`src/rtl/comparador_multi.sv`:
```
// comparador_multi: compares one counter value against several independent
// thresholds. Each channel has its own compare mode, a persistence filter
// (HOLD consecutive true cycles), a rising-edge pulse and a sticky event flag.
module comparador_multi #(
  parameter int WIDTH    = 5,
  parameter int CHANNELS = 4,
  parameter int HOLD     = 1
) (
  input  logic                      CLK,
  input  logic                      RST_N,
  input  logic                      EN,
  input  logic [WIDTH-1:0]          A,
  input  logic [CHANNELS*WIDTH-1:0] B,
  input  logic [2*CHANNELS-1:0]     MODE,
  input  logic [CHANNELS-1:0]       CLR_STICKY,
  output logic [CHANNELS-1:0]       MATCH,
  output logic [CHANNELS-1:0]       PULSE,
  output logic [CHANNELS-1:0]       STICKY,
  output logic                      ANY
);

  // Hold counter must be able to represent the value HOLD itself.
  localparam int            CW     = $clog2(HOLD + 1);
  localparam logic [CW-1:0] HOLD_V = CW'(HOLD);

  localparam logic [1:0] MODE_EQ = 2'b00;
  localparam logic [1:0] MODE_NE = 2'b01;
  localparam logic [1:0] MODE_GE = 2'b10;
  localparam logic [1:0] MODE_LE = 2'b11;

  genvar gi;
  generate
    for (gi = 0; gi < CHANNELS; gi++) begin : g_chan
      logic [WIDTH-1:0] b_c;
      logic [1:0]       mode_c;
      logic             raw_c;
      logic [CW-1:0]    cnt_reg;
      logic [CW-1:0]    cnt_next;
      logic             hit_next;
      logic             set_sticky;
      logic             match_reg;
      logic             pulse_reg;
      logic             sticky_reg;

      assign b_c    = B[gi*WIDTH +: WIDTH];
      assign mode_c = MODE[2*gi +: 2];

      // Unsigned compare of A against this channel's threshold in its mode.
      always_comb begin
        raw_c = 1'b0;
        case (mode_c)
          MODE_EQ: raw_c = (A == b_c);
          MODE_NE: raw_c = (A != b_c);
          MODE_GE: raw_c = (A >= b_c);
          MODE_LE: raw_c = (A <= b_c);
          default: raw_c = 1'b0;
        endcase
      end

      // Saturating persistence count; any false compare restarts the run.
      always_comb begin
        cnt_next = '0;
        if (raw_c) begin
          if (cnt_reg == HOLD_V) cnt_next = HOLD_V;
          else                   cnt_next = cnt_reg + CW'(1);
        end
      end

      assign hit_next   = (cnt_next == HOLD_V);
      // Rising edge of the filtered level; only meaningful while enabled.
      assign set_sticky = EN & hit_next & ~match_reg;

      // Count, level and pulse advance only when enabled; the pulse is
      // forced low while frozen so it never stretches across an EN gap.
      always_ff @(posedge CLK or negedge RST_N) begin
        if (!RST_N) begin
          cnt_reg   <= '0;
          match_reg <= 1'b0;
          pulse_reg <= 1'b0;
        end else if (EN) begin
          cnt_reg   <= cnt_next;
          match_reg <= hit_next;
          pulse_reg <= hit_next & ~match_reg;
        end else begin
          pulse_reg <= 1'b0;
        end
      end

      // Sticky flag: a new event beats a clear arriving on the same edge;
      // the clear works regardless of EN.
      always_ff @(posedge CLK or negedge RST_N) begin
        if (!RST_N) begin
          sticky_reg <= 1'b0;
        end else begin
          sticky_reg <= set_sticky | (sticky_reg & ~CLR_STICKY[gi]);
        end
      end

      assign MATCH[gi]  = match_reg;
      assign PULSE[gi]  = pulse_reg;
      assign STICKY[gi] = sticky_reg;
    end
  endgenerate

  assign ANY = |MATCH;

endmodule

```
`config.mk`:
```
export PLATFORM = sky130hd
export DESIGN_NAME = comparador_multi
export DESIGN_NICKNAME = d
export VERILOG_FILES = /design/src/rtl/comparador_multi.sv
export SDC_FILE = /design/constraint.sdc
export NUM_CORES = 1
export LEC_CHECK = 0
export BUFFER_PORTS_ARGS = -buffer_cell sky130_fd_sc_hd__clkbuf_2
export CAP_MARGIN = 0
export CORE_MARGIN = 10
export CORE_UTILIZATION = 52
export DETAILED_ROUTE_END_ITERATION = 12
export PLACE_DENSITY_LB_ADDON = 0.15
export SLEW_MARGIN = 20
export SYNTH_ARGS = -nofsm -noshare
export SYNTH_HDL_FRONTEND = slang
export SYNTH_SLANG_ARGS = --single-unit
```
`constraint.sdc`:
```
create_clock -name CLK -period 1.98 [get_ports CLK]
set_input_delay 0.594 -clock CLK [delete_from_list [all_inputs] [get_ports CLK]]
set_output_delay 0.594 -clock CLK [all_outputs]
set_load 0.01 [all_outputs]
```
# Word-level counts from Yosys, hierarchy flattened
# Index checks and enable logic that the tools add are counted.
# word_totals
ff_bits	12
latch_bits	0
ramBits	0
romBits	0
in_bits	40
out_inout_bits	13
wordCells	93
n_memories	0
# classes
addsub	4
n_mul	0
n_div	0
order_cmp	8
n_eq_ne	20
n_shift	0
muxes	16
n_bitwise	28
reduce_logical	5
# op_table
cell	count
$eq A5 B5 Y1	4
$ge A5 B5 Y1	4
$le A5 B5 Y1	4
$ne A5 B5 Y1	4
$and A1 B1 Y1	16
$eq A2 B2 Y1 const B	8
$pmux W1 S4	4
$mux W1	12
$eq A2 B1 Y1 const B	4
$logic_not A2 Y1	4
$not A1 Y1	8
$add A1 B1 Y1 const B	4
$or A1 B1 Y1	4
$reduce_or A4 Y1	1

# Depth between registers and ports, before layout
# logic_depth
ltp_word	6
ltp_mapped	6
mapped_depth_nobuf	6

# Least setup slack after synthesis
# No wires, ideal clock.
# synth_timing
path_type	in2reg
from	in B[12]
to	reg g_chan[2].match_reg
setup_ns	0.092
arrival_time_ns	1.945
t_required_ns	1.888
path_slack_ns	-0.057
cell_stages	6
path_buffers	0
path_cell_list	inv_1 ha_1 a211o_1 a221oi_2 mux2_4 o31ai_2
# synth_between
elab_chain_len	3
# synth_rtl
item	line	rtl
start, declared	13	input logic [CHANNELS*WIDTH-1:0] B,
$le A5 B5 Y1, or another cell as far along	55	MODE_LE: raw_c = (A <= b_c);
$pmux W1 S4 (*)	51	case (mode_c)
$mux W1 (*)	63	if (raw_c) begin
end signal, assigned	82	match_reg <= hit_next;
end, declared	41	logic match_reg;
# Mark *: on every way between the ends. The rest lies on a longest branch, timed or not.
# A chain may end at the register's enable or synchronous reset.

# Worst setup path after layout
# layout_timing
from	reg g_chan[3].match_reg
to	out ANY
# layout_between
elab_chain_len	1
# layout_rtl
item	line	rtl
start, declared	41	
start signal, assigned	82	
$reduce_or A4 Y1	105	assign ANY = |MATCH;
end, declared	19	output logic ANY
# No other way between the ends.

==> run metrics <==
status complete, no violations; Clock Latency Late Sink 0.29 ns; vias in the first global route 1287; Top delay family on crit path simple AND/OR/NAND/NOR gates; clock skew 0.00616 ns; GRT overflow 0; critical path type flip-flop to output pin; Hold Path Class input pin to asynchronous set/reset pin; YS warnings 0; flop-to-flop setup slack 0.93 ns; EDFF count, synth 0; drt pass-1 iters 4; Detailed Place HPWL 2.87 mm; Initial Util 53.4%; CP max stage cell or4_1; Power Dens Cells 509 nW/µm²; cell count after synthesis 154; main area contributors after synthesis dfrtp_1 (23%), ha_1 (19%), inv_1 (7.5%); die footprint 4900 µm²; Critical R2R Capture g_chan[0].sticky_reg$_DFF_PN0_; Critical Path End Type output pin; Worst Path Arrival 1.35 ns; Worst-Margin Slew 0.335 ns; non-filler cells, final 243; CTS clock-pin slew for the worst setup and hold paths 0.08 ns; Setup-failing EPs final 0; pin count of the biggest net entering global routing 13; worst r2r path cells 3; Final nets 274; CTS buffer count 3; all-layer global routing usage 13.2%; Sw Ratio 34.1%; Antenna Cells 0; Comb pwr share 42.2%; Critical Path Start Type flip-flop; Commonest cells post-synth inv_1 (26), ha_1 (20), buf_4 (12), dfrtp_1 (12), nand2_1 (11); asr flop ratio synth 100%; met2 global-route usage 21.6%; Die Wd 70.0 µm; Yosys top cell area share 23.1%; initial antenna violation count 0; CTS tree built; synthesized area per cell 8.43 µm²; Max VDD drop 0.423 mV; Initial DRC Count 29; Int Pwr 0.569 mW; maxcap violations 0; post-layout util 69.9%; GRT met1 Usage 14.5%; Synthesized Nets 214; # rows 18; Seq/Total Area, Yosys 23.1%; Mapped Area 1300 µm²; Psw 0.295 mW; flops & latches, synth 12; first-pass GRT wire length 5.46 mm; routing usage on met3 4.94%; Critical Path Fanout Max 4; antenna viol nets, final 0; Longest Clk Path Bufs 2; Tcrit/Tclk final 98.2%; Area Growth Syn to Fin 30.8%; CP Buf/Inv Count 1; count leader, synth inv_1; clock root buffer clkbuf_4; Hold Fails Final Rpt 0; Fill cells 221; dpl cells 238; IO buf count 52; routed via count 1264; total core area 2430 µm²; hold bufs inserted after CTS 0; clk sinks 12; crit-path cells or4_1, clkbuf_2; Flop pwr share 34.6%; WP data required 1.39 ns; static leakage 0.949 nW; max incr delay on CP 0.51 ns; Clk network pwr share 23.2%; top cell type by total area after synthesis dfrtp_1; Worst slew margin 77.0%; Final Critical Period 1.94 ns; GRT busiest layer met2; RR Startpoint g_chan[0].match_reg$_DFFE_PN0P_; number of vias per cell 5.20; drt drc 0; Die Ht 70.0 µm; fmax 0.514 GHz; Ports 53; Slew Limit Fails 0; post-synth cell types 43; htree depth 1; layout cell share with drive strength beyond 1 39.0%; Top FF cell, synth dfrtp_1; final WL 3.26 mm; Placer Congestion 0.742; Wirelength per Cell 13.4 µm
-- worst max-delay path by stage --
stage | start | end | slack (ns) | cells after the start
after floorplan | B[12] | g_chan[2].match_reg$_DFFE_PN0P_ | -0.009 | 6
after detailed placement | B[12] | g_chan[2].match_reg$_DFFE_PN0P_ | -0.29 | 7
after CTS | B[12] | g_chan[2].match_reg$_DFFE_PN0P_ | 0.01 | 7
after global routing | g_chan[3].match_reg$_DFFE_PN0P_ | ANY | -0.005 | 2
after global placement | B[12] | g_chan[2].match_reg$_DFFE_PN0P_ | -0.24 | 7
final | g_chan[3].match_reg$_DFFE_PN0P_ | ANY | 0.04 | 2
-- cells by family after synthesis --
family	count (synthesis)	share of synthesized area, %
buf+inv	38	14.5
mux	2	1.93
compound gates	35	20.5
fa+ha+maj	20	19.3
flops	12	23.1
simple gates	47	20.7
-- cell type report --
type                            instances  area, µm²  share of cell area, %
Inverter                               26        110                   6.48
Multi-Input combinational cell        104        840                   49.4
Timing Repair Buffer                   67        375                   22.1
Tap cell                               30       37.5                   2.21
Sequential cell                        12        300                   17.7
Clock buffer                            4       36.3                   2.14
-- cell usage in the layout (no fill, tap or decap), types with 2 or more instances in the layout --
cell / count
buf_4: 16
ha_1: 19
nor2b_1: 2
nor3_1: 5
clkbuf_2: 51
nor2_1: 9
nand3_1: 4
o21ai_0: 7
o41ai_2: 2
nand2_1: 11
o21bai_1: 2
a211o_1: 2
or4_1: 2
nand4b_1: 4
a21oi_1: 8
dfrtp_1: 12
clkbuf_4: 3
inv_1: 25
-- power by group through the flow --
stage               sequential (mW)  combinational [mW]  clock (mW)
floorplan                     0.298               0.244           0
global placement              0.303               0.335           0
detailed placement            0.305               0.352           0
CTS                           0.300               0.355       0.197
global route                  0.305               0.411       0.207
finish                        0.299               0.364       0.201
-- through the flow --
stage / hold slack (ns) / setup TNS (ns) / area (µm²) / power, mW / setup WS [ns]
after floorplan: 0.298 / -0.00854 / 1320 / 0.542 / -0.00854
after global routing: 0.198 / -0.00537 / 1700 / 0.924 / -0.00537
final: 0.161 / 0 / 1700 / 0.864 / 0.0352
after detailed placement: 0.484 / -1.81 / 1640 / 0.657 / -0.293
after global placement: 0.475 / -1.32 / 1640 / 0.638 / -0.244
after CTS: 0.178 / 0 / 1680 / 0.853 / 0.0149
-- repair_timing --
action / in CTS / in global routing
setup buffers: 0 / 1
pin swaps: 0 / 1
resized for setup: 1 / 3
endpoints found under the setup margin: 1 / 3
hold endpoints to repair: 0 / 0
-- metal layers --
metal	routed length, µm	part of all wire, %	vias to the layer above
met5	0	0	-
met4	72	2.2	0
met3	297	9.1	7
met2	1540	47	44
met1	1350	41	551
li1	-	-	662
Note: power is estimated with default switching activity, not from simulation.
